[config.mk]
export PLATFORM = sky130hd
export DESIGN_NAME = if_stage
export DESIGN_NICKNAME = d
export VERILOG_FILES = /design/src/rtl/if_stage.sv
export SDC_FILE = /design/constraint.sdc
export NUM_CORES = 1
export LEC_CHECK = 0
export ABC_AREA = 1
export CAP_MARGIN = 25
export CORE_MARGIN = 5
export CORE_UTILIZATION = 48
export CTS_BUF_LIST = sky130_fd_sc_hd__clkbuf_16
export DETAILED_ROUTE_END_ITERATION = 7
export PLACE_DENSITY = 0.76
export SYNTH_ARGS = -nofsm -noshare
export SYNTH_HDL_FRONTEND = slang
export SYNTH_SLANG_ARGS = --single-unit
[constraint.sdc]
create_clock -name clk_i -period 1.51 [get_ports clk_i]
set_input_delay 0.2265 -clock clk_i [delete_from_list [all_inputs] [get_ports clk_i]]
set_output_delay 0.2265 -clock clk_i [all_outputs]
set_load 0.05 [all_outputs]
[src/rtl/if_stage.sv]
// RV32I instruction-fetch stage: owns the fetch PC, keeps at most one req/gnt/rvalid
// transaction in flight, and feeds the IF/ID register through a one-entry skid buffer.
module if_stage #(
    parameter logic [31:0] RESET_PC = 32'h0000_0000,
    parameter logic [31:0] NOP_INSN = 32'h0000_0013
) (
    input  logic        clk_i,
    input  logic        rst_ni,
    input  logic        stall_i,
    input  logic        flush_i,
    input  logic        redirect_i,
    input  logic [31:0] redirect_pc_i,
    output logic        imem_req_o,
    output logic [31:0] imem_addr_o,
    input  logic        imem_gnt_i,
    input  logic        imem_rvalid_i,
    input  logic [31:0] imem_rdata_i,
    input  logic        imem_err_i,
    output logic [31:0] instruction_o,
    output logic [31:0] pc_address_o,
    output logic        valid_m_instruction_o
);

    typedef enum logic [1:0] {IDLE, REQ, RESP} state_e;

    typedef struct packed {
        logic [31:0] insn;
        logic [31:0] pc;
        logic        valid;
    } fetch_t;

    localparam fetch_t BUBBLE = '{insn: NOP_INSN, pc: 32'h0, valid: 1'b0};

    state_e      state_q, state_d;
    logic [31:0] pc_q, pc_d;
    logic [31:0] pend_pc_q, pend_pc_d;
    logic        kill_q, kill_d;
    logic        skid_full_q;
    fetch_t      skid_q;
    fetch_t      ifid_q;

    fetch_t      rsp;
    logic        rsp_ok;
    logic        rsp_take;
    logic        rsp_park;
    logic        skid_drain;

    // A response is usable only if it is not from a killed request and not
    // overtaken by a redirect in the very cycle it arrives.
    assign rsp_take   = (state_q == RESP) && imem_rvalid_i && !kill_q && !redirect_i;
    assign rsp_ok     = !imem_err_i && (pend_pc_q[1:0] == 2'b00);
    assign rsp        = '{insn: rsp_ok ? imem_rdata_i : NOP_INSN, pc: pend_pc_q, valid: rsp_ok};
    assign rsp_park   = rsp_take && !flush_i && (stall_i || skid_full_q);
    assign skid_drain = skid_full_q && (flush_i || !stall_i);

    assign imem_addr_o = {pc_q[31:2], 2'b00};

    always_comb begin
        // NOTE: every signal written here gets a default first so no path can infer a latch.
        state_d    = state_q;
        pc_d       = pc_q;
        pend_pc_d  = pend_pc_q;
        kill_d     = kill_q;
        imem_req_o = 1'b0;

        unique case (state_q)
            IDLE: begin
                if (!skid_full_q || skid_drain) state_d = REQ;
            end
            REQ: begin
                imem_req_o = 1'b1;
                if (imem_gnt_i) begin
                    pend_pc_d = pc_q;
                    pc_d      = pc_q + 32'd4;
                    kill_d    = redirect_i;
                    state_d   = RESP;
                end
            end
            RESP: begin
                if (imem_rvalid_i) begin
                    kill_d  = 1'b0;
                    state_d = rsp_park ? IDLE : REQ;
                end else if (redirect_i) begin
                    kill_d = 1'b1;
                end
            end
            default: state_d = IDLE;
        endcase

        if (redirect_i) pc_d = redirect_pc_i;
    end

    always_ff @(posedge clk_i or negedge rst_ni) begin
        if (!rst_ni) begin
            state_q   <= IDLE;
            pc_q      <= RESET_PC;
            pend_pc_q <= '0;
            kill_q    <= 1'b0;
        end else begin
            // NOTE: state flops use non-blocking assignments so every register samples pre-edge values.
            state_q   <= state_d;
            pc_q      <= pc_d;
            pend_pc_q <= pend_pc_d;
            kill_q    <= kill_d;
        end
    end

    // IF/ID register and skid buffer; flush outranks stall, which outranks draining.
    always_ff @(posedge clk_i or negedge rst_ni) begin
        if (!rst_ni) begin
            ifid_q      <= BUBBLE;
            skid_q      <= BUBBLE;
            skid_full_q <= 1'b0;
        end else if (flush_i) begin
            ifid_q      <= BUBBLE;
            skid_full_q <= 1'b0;
        end else if (stall_i) begin
            if (rsp_take) begin
                skid_q      <= rsp;
                skid_full_q <= 1'b1;
            end
        end else if (skid_full_q) begin
            ifid_q      <= skid_q;
            skid_full_q <= rsp_take;
            if (rsp_take) skid_q <= rsp;
        end else if (rsp_take) begin
            ifid_q <= rsp;
        end else begin
            ifid_q <= BUBBLE;
        end
    end

    assign instruction_o         = ifid_q.insn;
    assign pc_address_o          = ifid_q.pc;
    assign valid_m_instruction_o = ifid_q.valid;

endmodule

==> results of run 1 <==
==> final timing paths <==
path | startpoint | to | slack, ns | cells past startpoint
min reg2reg | skid_q[49] | skid_q[49] | 0.48 | 2
max reg2reg | state_q[0] | skid_q[55] | -0.01 | 7
min | rst_ni | skid_q[42] | 0.28 | 2
min in group clk_i | redirect_pc_i[12] | pc_q[12] | 0.36 | 3
max | state_q[0] | imem_req_o | -0.02 | 3
max in group asynchronous | rst_ni | instruction_o[4] | 0.62 | 3
==> where the power goes <==
group | internal (W) | switching [W]
sequential | 0.00630 | 0.000634
clock | 0.00252 | 0.00220
combinational | 0.00229 | 0.00310
total | 0.0111 | 0.00593
==> area by class of cell <==
cell class,count,area [µm²]
Tap cell,270,337.8
Timing Repair Buffer,270,3281
Clock inverter,15,182.7
Multi-Input combinational cell,841,3887
Sequential cell,198,4971
Clock buffer,17,425.4
Fill cell,1557,6600
Inverter,126,484.2
==> kinds of logic (layout without fill, tap and decap cells) <==
group,after synthesis,after routing,synth area share
flip-flops,198,198,0.5065
AND/OR/NAND/NOR,617,617,0.2598
adder cells (fa/ha/maj),1,1,0.001277
AO/OA/AOI/OAI,215,215,0.1157
other,1,2,0.0003828
XOR/XNOR,6,6,0.005364
buffers and inverters,224,428,0.1110
==> state kept, by name, indices dropped and copies added (netlist names) <==
| name | flops |
|---|---|
| pc_q | 32 |
| skid_q | 65 |
| valid_m_instruction_o | 1 |
| skid_full_q | 1 |
| instruction_o | 32 |
| pend_pc_q | 32 |
| kill_q | 1 |
| state_q | 2 |
| pc_address_o | 32 |
==> cell usage after synthesis (all sizes together), types with 5 or more instances <==
master,n
inv,126
clkbuf,30
buf,68
o21ai,189
nand3,102
o21bai,12
xor2,5
dfrtp,192
nor2,57
a21oi,7
dfstp,6
nand2,454
==> metal layers <==
layer	share of wire	up-vias	track usage	wire length (µm)
met5	0.0012	-	0	33
met4	0.018	4	0.06067	475
met3	0.078	40	0.05230	2112
met2	0.48	402	0.3614	13100
met1	0.42	4213	0.3064	11420
li1	-	4320	-	-
==> what timing repair did <==
| item | 4_1_cts | 5_1_grt |
|---|---|---|
| setup buffers | 3 | 13 |
| pin swaps | 2 | 9 |
| resized for setup | 6 | 58 |
| hold buffers | 1 | 0 |
| hold endpoints to repair | 30 | 0 |
| endpoints found under the setup margin | 7 | 111 |
| cloned | 0 | 3 |
==> through the flow <==
step / power (W) / hold WS (ns) / std cells
floorplan: 0.009768 / -0.06909 / 1263
global placement: 0.01185 / 0.1828 / 1687
detailed placement: 0.01202 / 0.1783 / 1687
CTS: 0.01679 / 0.2742 / 1722
global route: 0.01788 / 0.2986 / 1737
finish: 0.01703 / 0.2840 / 1737
==> worst reg2reg max path, cell delays in order (launching register included) <==
cell       delay [ns]
dfrtp_2          0.46
nor2_4           0.17
nand3_4          0.15
nor2_4           0.19
buf_4            0.16
clkbuf_16        0.17
nand3_1          0.10
nand2_1          0.09
==> metrics.txt, run 1 <==
largest net degree at the start of global routing 98; Initial Util 0.4857; Most used DFF post-synth dfrtp_1; Final #Nets 1,527; FF+latch count, synth 198; EDFF count, synth 0; Post-Syn Area per Cell 7.763 µm²; Worst Path Max Fanout 3; status finished with violations; Post-Syn Area 0.009797 mm²; DIE WIDTH 152.9 µm; final core utilization 0.6728; worst-case clock buffer depth 2; CP Launch Type flop; Critical Path AT 1.30 ns; Synth Warn # 0; vias in the first global route 8,691; max cap viols 0; top cells by area, synth dfrtp_1 49%, nand2_1 17%, o21ai_0 8.6%, nand3_1 5.2%, inv_1 4.7%; layout cell share with drive strength beyond 1 0.2004; root buf cell clkbuf_16; CP Capture Type output pin; commonest non-fill, non-tap cell in the layout nand2_1; number of I/O pins 170; initial antenna violation count 2; Die Span Y 152.9 µm; Area Growth Syn to Fin 38.51%; Routed WL 27,140 µm; Buffers & Inverters on Critical Path 2; DRC viols 0; Fin. Hold Viols 0; routability congestion estimate 0.8874; final setup vio count 5; FFs w/ async S/R, synth 1.000; clock latency at the later pin of the worst-skew pair 0.44 ns; CP peak stage delay 0.46 ns; critical path required time 1.28 ns; Rows 52; dpl hpwl 18,780 µm; setup TNS -0.04763 ns; DR pass1 iterations 5; clock period minus worst slack 1.528 ns; CTS tree yes; Worst-path clk slew 0.08 ns; DR WL/cell 15.62 µm; vias 8,979; Die Footprint 0.02337 mm²; Ant. Diodes 0; final worst slack -0.01763 ns; Inserted Clock Buffers 17; input/output buffers 167; cell family with most CP delay flip-flops; first-pass GRT wire length 43,160 µm; DRT iter0 DRCs 924; fin area 0.01357 mm²; Slew Viols, Final 0; overall routing resource usage 0.2238; failing checks setup timing; Peak Freq 0.6546 GHz; post-synthesis sequential area ratio 0.5065; Max VDD drop 0.0009394 V; final clock skew 0.009693 ns; DP Area 0.01260 mm²; HP Class input port to async pin; core area 0.02017 mm²; cell taking the most area after synthesis dfrtp_1; unrepaired setup endpoints after global routing true; Final period util 1.012; CP cell instances nand2_4, clkinvlp_4, buf_12; worst setup path class flop to output pin; dpl ws -0.2598 ns; Yosys top cell area share 0.4904; Unique masters post-synth 35; H-Tree Level Count 4; mean number of vias per cell 5.169; Synth Instances 1,262; grt ovf 0; commonest non-fill, non-tap cells in the layout 441 x nand2_1, 185 x dfrtp_1, 155 x o21ai_0, 121 x inv_1, 108 x buf_4; P per Cell Area 1255 mW/mm²; leak pwr 6.552 nW; CTS sink cnt 198; DRT antenna net count 0; Worst path slowest cell dfrtp_2
(Power assumes the default switching activity.)
==> run 2, diff against run 1 <==
--- a/config.mk
+++ b/config.mk
@@ -12,6 +12,7 @@
 export CTS_BUF_LIST = sky130_fd_sc_hd__clkbuf_16
 export DETAILED_ROUTE_END_ITERATION = 7
 export PLACE_DENSITY = 0.76
+export REMOVE_ABC_BUFFERS = 1
 export SYNTH_ARGS = -nofsm -noshare
 export SYNTH_HDL_FRONTEND = slang
 export SYNTH_SLANG_ARGS = --single-unit
==> metrics.txt, run 2 (synthesis results as in run 1) <==
first-pass GRT wire length 44,150 µm; max FFs per register 65; area of the multi-input gates 0.003856 mm²; Die Span Y 152.9 µm; vias in the first global route 8,631; commonest non-fill, non-tap cell in the layout nand2_1; Initial Util 0.4857; Fin. Hold Viols 0; CP Capture Type flop; CP Launch Type flop; layout cell share with drive strength beyond 1 0.1827; DR pass1 iterations 6; Worst-path clk slew 0.07 ns; fin area 0.01339 mm²; root buf cell clkbuf_16; DRC viols 0; Worst Path Max Fanout 6; clock period minus worst slack 1.516 ns; Area Growth Syn to Fin 36.72%; register area 0.004962 mm²; Inserted Clock Buffers 17; number of I/O pins 170; DRT antenna net count 0; Most flops, register skid_q; Final #Nets 1,516; Die Footprint 0.02337 mm²; commonest non-fill, non-tap cells in the layout 444 x nand2_1, 192 x dfrtp_1, 161 x o21ai_0, 124 x inv_1, 98 x buf_4; Inst Count DP 1,683; final worst slack -0.005548 ns; largest net degree at the start of global routing 94; Critical Path AT 1.83 ns; final setup vio count 1; H-Tree Level Count 4; Max VDD drop 0.001010 V; final core utilization 0.6641; Final period util 1.004; grt ovf 0; failing checks setup timing; worst-case clock buffer depth 2; DRT iter0 DRCs 742; worst hold margin 0.3104 ns; CTS tree yes; routability congestion estimate 0.9416; Fill cells 1,620; Final Non-Filler Cells 1,726; leak pwr 6.485 nW; unrepaired setup endpoints after global routing true; Ant. Diodes 0; status finished with violations; input/output buffers 167; clock latency at the later pin of the worst-skew pair 0.43 ns; DR WL/cell 15.85 µm; worst setup path class flop to flop; Rows 52; Slew Viols, Final 0; overall routing resource usage 0.2280; R2R depth 8; Routed WL 27,360 µm; vias 8,929; DIE WIDTH 152.9 µm; dpl hpwl 18,690 µm; final clock skew 0.007706 ns; P per Cell Area 1243 mW/mm²; critical path required time 1.83 ns; core area 0.02017 mm²; DP Area 0.01255 mm²; CTS sink cnt 198; max cap viols 0; mean number of vias per cell 5.173; HP Class input port to async pin; initial antenna violation count 0; Peak Freq 0.6598 GHz
==> run 2: cell types whose count changed in the layout (fill, tap and decap cells not counted), sizes merged <==
| cell | delta |
|---|---|
| clkbuf | -1 |
| buf | -10 |
| inv | -4 |
| clkinv | +6 |
| clkinvlp | -2 |
==> run 2: power by group <==
| part | switching (W) | leakage [nW] | internal, W |
|---|---|---|---|
| clock | 0.00201 | 0.283 | 0.00242 |
| combinational | 0.00310 | 3.58 | 0.00226 |
| sequential | 0.000558 | 2.62 | 0.00629 |
| total | 0.00567 | 6.49 | 0.0110 |
==> run 2: final timing paths <==
check	slack (ns)	from	endpoint
worst min register to register	0.47	skid_q[34]	skid_q[34]
worst max register to register	-0.006	pc_q[3]	pc_q[26]
worst max-delay path	-0.006	pc_q[3]	pc_q[26]
worst min-delay path	0.31	rst_ni	skid_q[60]
max in group asynchronous	0.59	rst_ni	pc_q[4]
min in group clk_i	0.35	imem_rdata_i[4]	skid_q[37]
==> run 2: routing by layer <==
metal / wire [µm] / global-route usage / up-vias
li1: - / - / 4293
met4: 276 / 0.04667 / 0
met5: 0 / 0 / -
met1: 11690 / 0.3185 / 4262
met3: 2016 / 0.04552 / 21
met2: 13380 / 0.3745 / 353
==> run 2: final cells by class <==
class                      instances  share of cell area
multi-input combinational        841              0.2879
clock buffer                      17             0.03176
clock inverter                    15             0.01056
sequential                       198              0.3705
inverter                         126             0.03606
tap                              270             0.02522
timing repair buffer             259              0.2380
==> run 2: metrics by stage <==
stage / setup TNS, ns / power, W / worst slack [ns]
after CTS: -0.002617 / 0.01654 / -0.002617
after detailed placement: -36.73 / 0.01203 / -0.3238
final: -0.005548 / 0.01665 / -0.005548
after global routing: -2.376 / 0.01746 / -0.08819
after global placement: -28.04 / 0.01186 / -0.2650
after floorplan: -257.67 / 0.009360 / -2.339
==> run 2: what timing repair did <==
action	in CTS	in global routing
hold buffers	1	0
endpoints found under the setup margin	21	108
hold endpoints to repair	29	0
cloned	0	3
resized for setup	8	41
pin swaps	1	10
setup buffers	1	7
==> run 2: worst max-delay path, stage by stage, from the launching register on <==
cell     delay, ns
dfrtp_1       0.39
ha_2          0.22
nand2_2       0.08
nor2_4        0.15
nand2_4       0.12
nor2_4        0.19
nand3_1       0.09
nand3_1       0.09
nand2_1       0.07
==> run 3, diff against run 2 <==
--- a/config.mk
+++ b/config.mk
@@ -8,10 +8,10 @@
 export ABC_AREA = 1
 export CAP_MARGIN = 25
 export CORE_MARGIN = 5
-export CORE_UTILIZATION = 48
+export CORE_UTILIZATION = 53
 export CTS_BUF_LIST = sky130_fd_sc_hd__clkbuf_16
 export DETAILED_ROUTE_END_ITERATION = 7
-export PLACE_DENSITY = 0.76
+export PLACE_DENSITY = 0.8
 export REMOVE_ABC_BUFFERS = 1
 export SYNTH_ARGS = -nofsm -noshare
 export SYNTH_HDL_FRONTEND = slang
==> constraint.sdc (replaced) <==
create_clock -name clk_i -period 1.48 [get_ports clk_i]
set_input_delay 0.222 -clock clk_i [delete_from_list [all_inputs] [get_ports clk_i]]
set_output_delay 0.222 -clock clk_i [all_outputs]
set_load 0.05 [all_outputs]
==> metrics.txt, run 3 (synthesis results as in run 1) <==
fin area 0.01382 mm²; CP Launch Type flop; vias in the first global route 8,851; dpl hpwl 18,760 µm; r2r startpoint state_q[0]; Critical Path AT 1.96 ns; DRT iter0 DRCs 997; Final #Nets 1,528; Max VDD drop 0.001029 V; commonest non-fill, non-tap cells in the layout 421 x nand2_1, 191 x dfrtp_1, 142 x o21ai_0, 122 x inv_1; Die Footprint 0.02130 mm²; HP Class input port to async pin; Ant. Diodes 0; Slew Viols, Final 0; initial antenna violation count 0; critical path required time 1.86 ns; number of I/O pins 170; Inserted Clock Buffers 17; final worst slack -0.09724 ns; core area 0.01809 mm²; DR WL/cell 17.70 µm; vias 9,476; overall routing resource usage 0.2551; mean number of vias per cell 5.584; failing checks setup timing; DRC viols 0; Routed WL 30,030 µm; Area Growth Syn to Fin 41.02%; CTS tree yes; layout cell share with drive strength beyond 1 0.2214; P per Cell Area 1278 mW/mm²; Reg2Reg Setup Slack -0.1 ns; max FFs per register 65; CP Capture Type flop; root buf cell clkbuf_16; H-Tree Level Count 4; max cap viols 0; Final period util 1.066; worst-case clock buffer depth 2; final setup vio count 69; routability congestion estimate 0.9128; DP Area 0.01257 mm²; first-pass GRT wire length 44,500 µm; commonest non-fill, non-tap cell in the layout nand2_1; Peak Freq 0.6340 GHz; grt ovf 0; Rows 49; largest net degree at the start of global routing 64; DRT antenna net count 0; CTS sink cnt 198; clock latency at the later pin of the worst-skew pair 0.45 ns; Die Span Y 146.0 µm; input/output buffers 167; worst setup path class flop to flop; Initial Util 0.5417; Fin. Hold Viols 0; Worst-path clk slew 0.08 ns; DIE WIDTH 146.0 µm; status finished with violations; clock period minus worst slack 1.577 ns; Worst Setup SP state_q[0]; FF-to-FF End skid_q[46]; R2R depth 8; Worst Path Max Fanout 7; final clock skew 0.01013 ns; leak pwr 6.664 nW; unrepaired setup endpoints after global routing true; Most flops, register skid_q; total power 0.01765 W; DR pass1 iterations 6
run 3: changes by cell type in the layout (fill, tap and decap cells not counted), moves of 8 or more:
cell	change
o21ai_1	+12
nor2_1	-8
nor2_2	+8
nand2_1	-23
buf_4	-8
nand2_2	+21
o21ai_0	-19
run 3: power breakdown:
group / leakage [nW] / switching [W] / internal (W)
registers: 2.62 / 0.000649 / 0.00642
logic: 3.74 / 0.00332 / 0.00240
clock network: 0.304 / 0.00228 / 0.00258
run 3: layout make-up:
cell class                 count  area [µm²]
sequential                   198        4964
clock inverter                15       181.4
clock buffer                  17       425.4
fill                        1186        4270
timing repair inverter         1       8.758
timing repair buffer         270        3470
tap                          229       286.5
inverter                     126       490.5
multi-input combinational    841        3990
run 3: how the worst max path moves through the flow:
stage | endpoint | depth (start not counted)
2_1_floorplan | skid_q[0] | 7
3_3_place_gp | skid_q[0] | 8
3_5_place_dp | skid_q[14] | 8
4_1_cts | imem_req_o | 5
5_1_grt | skid_q[47] | 8
6_report | skid_q[46] | 8
run 3: per-stage QoR:
step             util  TNS (ns)  setup slack [ns]  std cells  hold slack (ns)
2_1_floorplan       -   -262.89            -2.364       1165         -0.07359
4_1_cts        0.7315  -0.02633          -0.02633       1677           0.2706
6_report       0.7639    -3.380          -0.09724       1697           0.2660
3_3_place_gp   0.6951    -37.92           -0.3050       1641           0.1721
3_5_place_dp   0.6951    -45.15           -0.3549       1641           0.1740
5_1_grt        0.7639    -10.45           -0.1545       1697           0.3094
run 3: metal layers:
| layer | GRT usage | routed length [µm] | vias up |
|---|---|---|---|
| met3 | 0.06042 | 2578 | 90 |
| met4 | 0.08547 | 950 | 0 |
| met2 | 0.4106 | 14530 | 554 |
| met1 | 0.3421 | 11980 | 4503 |
| li1 | - | - | 4329 |
| met5 | 0 | 0 | - |
run 3: worst max-delay path, cell delays in order (launching register included):
cell	delay, ns
dfrtp_2	0.45
nor2_4	0.17
nand3_4	0.15
nor2_4	0.15
buf_12	0.15
buf_8	0.13
buf_6	0.13
nand3_2	0.07
nand2_1	0.09
run 3: timing repair:
item,4_1_cts,5_1_grt
cloned,0,12
hold endpoints to repair,35,0
resized for setup,8,109
setup endpoints to repair,7,147
hold buffers,1,0
setup buffers,3,8
pin swaps,3,22
==> RTL edit 1: new RTL, settings of run 2 <==
Reset style: synchronous (`rst_ni`), changed in 2 clocked blocks.
--- a/src/rtl/if_stage.sv
+++ b/src/rtl/if_stage.sv
@@ -90,7 +90,7 @@
         if (redirect_i) pc_d = redirect_pc_i;
     end
 
-    always_ff @(posedge clk_i or negedge rst_ni) begin
+    always_ff @(posedge clk_i) begin
         if (!rst_ni) begin
             state_q   <= IDLE;
             pc_q      <= RESET_PC;
@@ -106,7 +106,7 @@
     end
 
     // IF/ID register and skid buffer; flush outranks stall, which outranks draining.
-    always_ff @(posedge clk_i or negedge rst_ni) begin
+    always_ff @(posedge clk_i) begin
         if (!rst_ni) begin
             ifid_q      <= BUBBLE;
             skid_q      <= BUBBLE;
Function: differs if rst_ni is asserted again (counterexample within 4 cycles, from zero or initial values and one cycle with rst_ni low); with rst_ni held inactive, the same outputs for 4 cycles.
==> RTL edit 1 against run 2 <==
  * Fmax shrank 3.3%
  * Sequential share of layout area is 5.0 points lower
  * Via count down 2.4%
  * Area after synthesis fell by 11%
  * Final area decreased by 7.1%
  * Critical path depth grew 2
  * Non-clock buffer count rose by 17
  * The flow still finishes with violations (setup timing)
  * Routed wire length shrank 3.4%
  * Final cell count shrank 6.1%
  * Worst setup slack lost 0.052 ns
  * Sequential cell count stayed put
Power is not compared: it rests on default switching activity, and its combinational part moved more than twofold at a synthesized area within 25%.
==> RTL edit 1: results (changes against run 2) <==
Post-DR vias/cell = 5.37 (was 5.17)
Layout net count = 1452 (was 1516)
Number of distinct library cell variants in the gate-level netlist after synthesis = 36 (was 35)
Total GRT Usage = 23.5% (was 22.8%)
Failing checks = setup timing (unchanged)
Post-route met1 wirelength = 11.3 mm (was 11.7 mm)
Final critical-path setup slack = -0.0571 ns (was -0.00555 ns)
Mean post-synth cell area = 7.30 µm² (was 7.76 µm²)
Worst-case clock skew = 0.0108 ns (was 0.00771 ns)
DP Worst Slack = -0.309 ns (was -0.324 ns)
Met3 WL = 1.97 mm (was 2.02 mm)
Adder-cell share of the synthesized area = 0.144% (was 0.128%)
Outcome = finished with violations (unchanged)
RD Place Congestion = 0.935 (was 0.942)
Dominant synthesized flop cell = dfxtp_1 (was dfrtp_1)
Largest net degree at the start of global routing = 45 (was 94)
Top cells by instance count after synthesis = 221 x nand2_1, 198 x dfxtp_1, 191 x a21oi_1, 151 x o21ai_0, 141 x nor2_1 (was 450 x nand2_1, 192 x dfrtp_1, 169 x o21ai_0, 122 x inv_1, 101 x nand3_1)
Placed instance count = 1570 (was 1683)
Stage delay of the slowest cell on the critical path = 0.37 ns (was 0.39 ns)
Layout inverter count without the clock tree = 66 (was 126)
Complex-gate fraction of the synthesized area = 23.1% (was 11.6%)
Pre-antenna DRT Iters = 5 (was 6)
Total wirelength of the detailed-routed design = 26.4 mm (was 27.4 mm)
Number of DRC markers after the initial detailed-route iteration = 550 (was 742)
Post-Place Cell Area = 0.0113 mm² (was 0.0126 mm²)
Average routed wire per standard cell = 16.3 µm (was 15.8 µm)
Fin Setup TNS = -0.236 ns (was -0.00555 ns)
Fraction of area in clock buffers and inverters = 4.65% (was 4.23%)
Estimated wirelength of the detail-placed design = 17.4 mm (was 18.7 mm)
Final setup violation count = 14 (was 1)
Vias in the first global route = 7974 (was 8631)
Largest cells by area after synthesis = dfxtp_1 46%, a21oi_1 11%, nand2_1 9.5% (was dfrtp_1 49%, nand2_1 17%, o21ai_0 8.6%)
Number of filler cells placed in the layout = 1434 (was 1620)
RTL edit 1: cell count changes after synthesis, sizes merged, moves of 35 or more:
cell,run 2,this run
dfxtp,0,198
inv,126,66
nand3,102,27
dfrtp,192,0
a21oi,7,209
nand2,454,236
nor2,57,153
o21ai,189,154
RTL edit 1: metal layers:
metal | GRT usage (%) | up-vias
met5 | 0 | -
met4 | 8.25 | 0
met3 | 4.00 | 49
met2 | 38.6 | 349
met1 | 31.3 | 4055
li1 | - | 4259
RTL edit 1: path summary, 6_finish.rpt:
kind,start,endpoint,slack (ns),cells past startpoint
worst max-delay path,pc_q[2],pc_q[28],-0.06,10
worst min-delay path,stall_i,pc_address_o[11],0.18,3
worst max register to register,pc_q[2],pc_q[28],-0.06,10
worst min register to register,pend_pc_q[1],pc_address_o[1],0.46,2
RTL edit 1: timing repair:
item,CTS,global route
gates cloned,0,5
buffers inserted,0,14
setup endpoints to repair,12,114
pin swaps,0,27
resized for setup,5,86
==> RTL edit 2: new RTL, settings of run 2 <==
Without the edit above. The parameter `NOP_INSN` goes from 32'h0000_0013 to 32'h00000009.
--- a/src/rtl/if_stage.sv
+++ b/src/rtl/if_stage.sv
@@ -2,7 +2,7 @@
 // transaction in flight, and feeds the IF/ID register through a one-entry skid buffer.
 module if_stage #(
     parameter logic [31:0] RESET_PC = 32'h0000_0000,
-    parameter logic [31:0] NOP_INSN = 32'h0000_0013
+    parameter logic [31:0] NOP_INSN = 32'h00000009
 ) (
     input  logic        clk_i,
     input  logic        rst_ni,
Function: changed (Yosys sat finds a counterexample within 4 cycles, from zero or initial values and one cycle with rst_ni low).
==> RTL edit 2 against run 2 <==
  * The flow still finishes with violations (setup timing)
  * Area after synthesis decreased by 0.50%
  * Highest routed layer unchanged
  * Critical endpoint is now pend_pc_q[16]
  * Hold slack got worse by 0.0076 ns
  * Clock power increased by 4%
  * Worst setup slack got worse by 0.036 ns
  * Total power increased by 2.0%
  * Sequential cell count unchanged
  * Routed wire length increased by 2.1%
  * Final area increased by 0.80%
  * Sequential power about the same
==> RTL edit 2: results (changes against run 2) <==
Outcome = finished with violations (unchanged)
Failing checks = setup timing (unchanged)
Placed instance count = 1691 (was 1683)
Mean post-synth cell area = 7.71 µm² (was 7.76 µm²)
Clock Tree Buf Depth = 2 (unchanged)
Estimated wirelength of the detail-placed design = 18.9 mm (was 18.7 mm)
Pre-antenna DRT Iters = 5 (was 6)
Number of distinct library cell variants in the gate-level netlist after synthesis = 35 (unchanged)
Sw frac = 33.8% (was 34.1%)
Vias in the first global route = 8632 (was 8631)
DP Worst Slack = -0.322 ns (was -0.324 ns)
Post-Place Cell Area = 0.0126 mm² (about the same)
Number of DRC markers after the initial detailed-route iteration = 790 (was 742)
Largest cells by area after synthesis = dfrtp_1 50%, nand2_1 18%, o21ai_0 8.6% (was dfrtp_1 49%, nand2_1 17%, o21ai_0 8.6%)
Vias = 9066 (was 8929)
Beginning of the critical path = state_q[1] (was pc_q[3])
Largest Register = skid_q (unchanged)
Leakage = 6.56 nW (was 6.49 nW)
Post-DR vias/cell = 5.21 (was 5.17)
Worst-path clk slew = 0.07 ns (about the same)
Final setup violation count = 2 (was 1)
Number of buffers created by CTS = 17 (unchanged)
Quantity of gates resized following cts = 5 (was 8)
RD Place Congestion = 0.876 (was 0.942)
Wire length of the first global-routing pass = 43.7 mm (was 44.2 mm)
Power consumed by combinational cells = 5.52 mW (was 5.36 mW)
Largest net degree at the start of global routing = 98 (was 94)
Share of cells above drive strength 1 = 18.6% (was 18.3%)
Arrival time at the worst endpoint = 1.88 ns (was 1.83 ns)
Cell count of the worst reg-to-reg path = 9 (was 8)
Fin Setup TNS = -0.0657 ns (was -0.00555 ns)
Number of filler cells placed in the layout = 1564 (was 1620)
Total GRT Usage = 22.8% (about the same)
# port buffers = 167 (unchanged)
Post-CTS Setup Repair Bufs = 0 (was 1)
Antenna violations before repair = 1 (was 0)
Final critical-path setup slack = -0.0417 ns (was -0.00555 ns)
H-tree lvl count = 4 (unchanged)
Capturing element of the worst setup path = pend_pc_q[16] (was pc_q[26])
Worst-case clock skew = 0.00836 ns (was 0.00771 ns)
Average routed wire per standard cell = 16.1 µm (was 15.8 µm)
Crit-path max FO = 19 (was 6)
Register share of total power = 40.4% (was 41.1%)
Sequential share of the synthesized area = 50.9% (was 50.7%)
Relative contribution of combinational cells to total power = 32.5% (was 32.2%)
Worst Hold Margin = 0.303 ns (was 0.310 ns)
Top cells by instance count after synthesis = 455 x nand2_1, 194 x dfrtp_1, 167 x o21ai_0, 123 x inv_1, 104 x nand3_1 (was 450 x nand2_1, 192 x dfrtp_1, 169 x o21ai_0, 122 x inv_1, 101 x nand3_1)
Worst vdd rail ir drop = 0.000800 V (was 0.00101 V)
Layout net count = 1530 (was 1516)
==> RTL edit 2: cell types whose count changed in the layout (fill, tap and decap cells not counted), sizes merged, moves of 2 or more <==
| cell | before | now |
|---|---|---|
| nand3 | 102 | 105 |
| nand2 | 454 | 456 |
| o21ai | 189 | 187 |
| dfrtp | 192 | 194 |
| buf | 185 | 193 |
| inv | 130 | 128 |
| nand4 | 0 | 2 |
| clkbuf | 20 | 23 |
| dfstp | 6 | 4 |
==> RTL edit 2: critical path: stages, from the launching register on <==
cell and delay [ns]:
dfrtp_1 0.39, inv_2 0.09, nand2_2 0.07, buf_6 0.12
nor2_4 0.16, buf_12 0.13, buf_12 0.12, clkbuf_16 0.18
nand2_1 0.05, o21ai_0 0.12
==> RTL edit 2: logic make-up (layout without fill, tap and decap cells) <==
| group | count (synthesis) | after routing | share of synthesized area [%] |
|---|---|---|---|
| buffers and inverters | 225 | 428 | 11.0 |
| other | 1 | 3 | 0.0385 |
| xor gates and xnor gates | 6 | 6 | 0.539 |
| adders and majority gates | 1 | 1 | 0.128 |
| and+or+nand+nor | 623 | 623 | 26.0 |
| AOI/OAI and AO/OA | 211 | 211 | 11.4 |
| DFF | 198 | 198 | 50.9 |
==> RTL edit 2: routing by layer <==
metal	GRT usage [%]	vias to the layer above	share of wire, %
li1	-	4331	-
met1	31.3	4311	42
met2	36.5	366	48
met3	4.43	58	6.7
met4	7.64	0	2.7
met5	0	-	0
==> RTL edit 2: final cells by class <==
class	instances	area [µm²]	share of cell area [%]
Sequential cell	198	4960	36.7
Multi-Input combinational cell	843	3820	28.3
Timing Repair Buffer	270	3310	24.5
Inverter	127	485	3.60
Clock buffer	17	425	3.15
Tap cell	270	338	2.50
Clock inverter	14	160	1.19
Antenna cell	1	2.50	0.0185
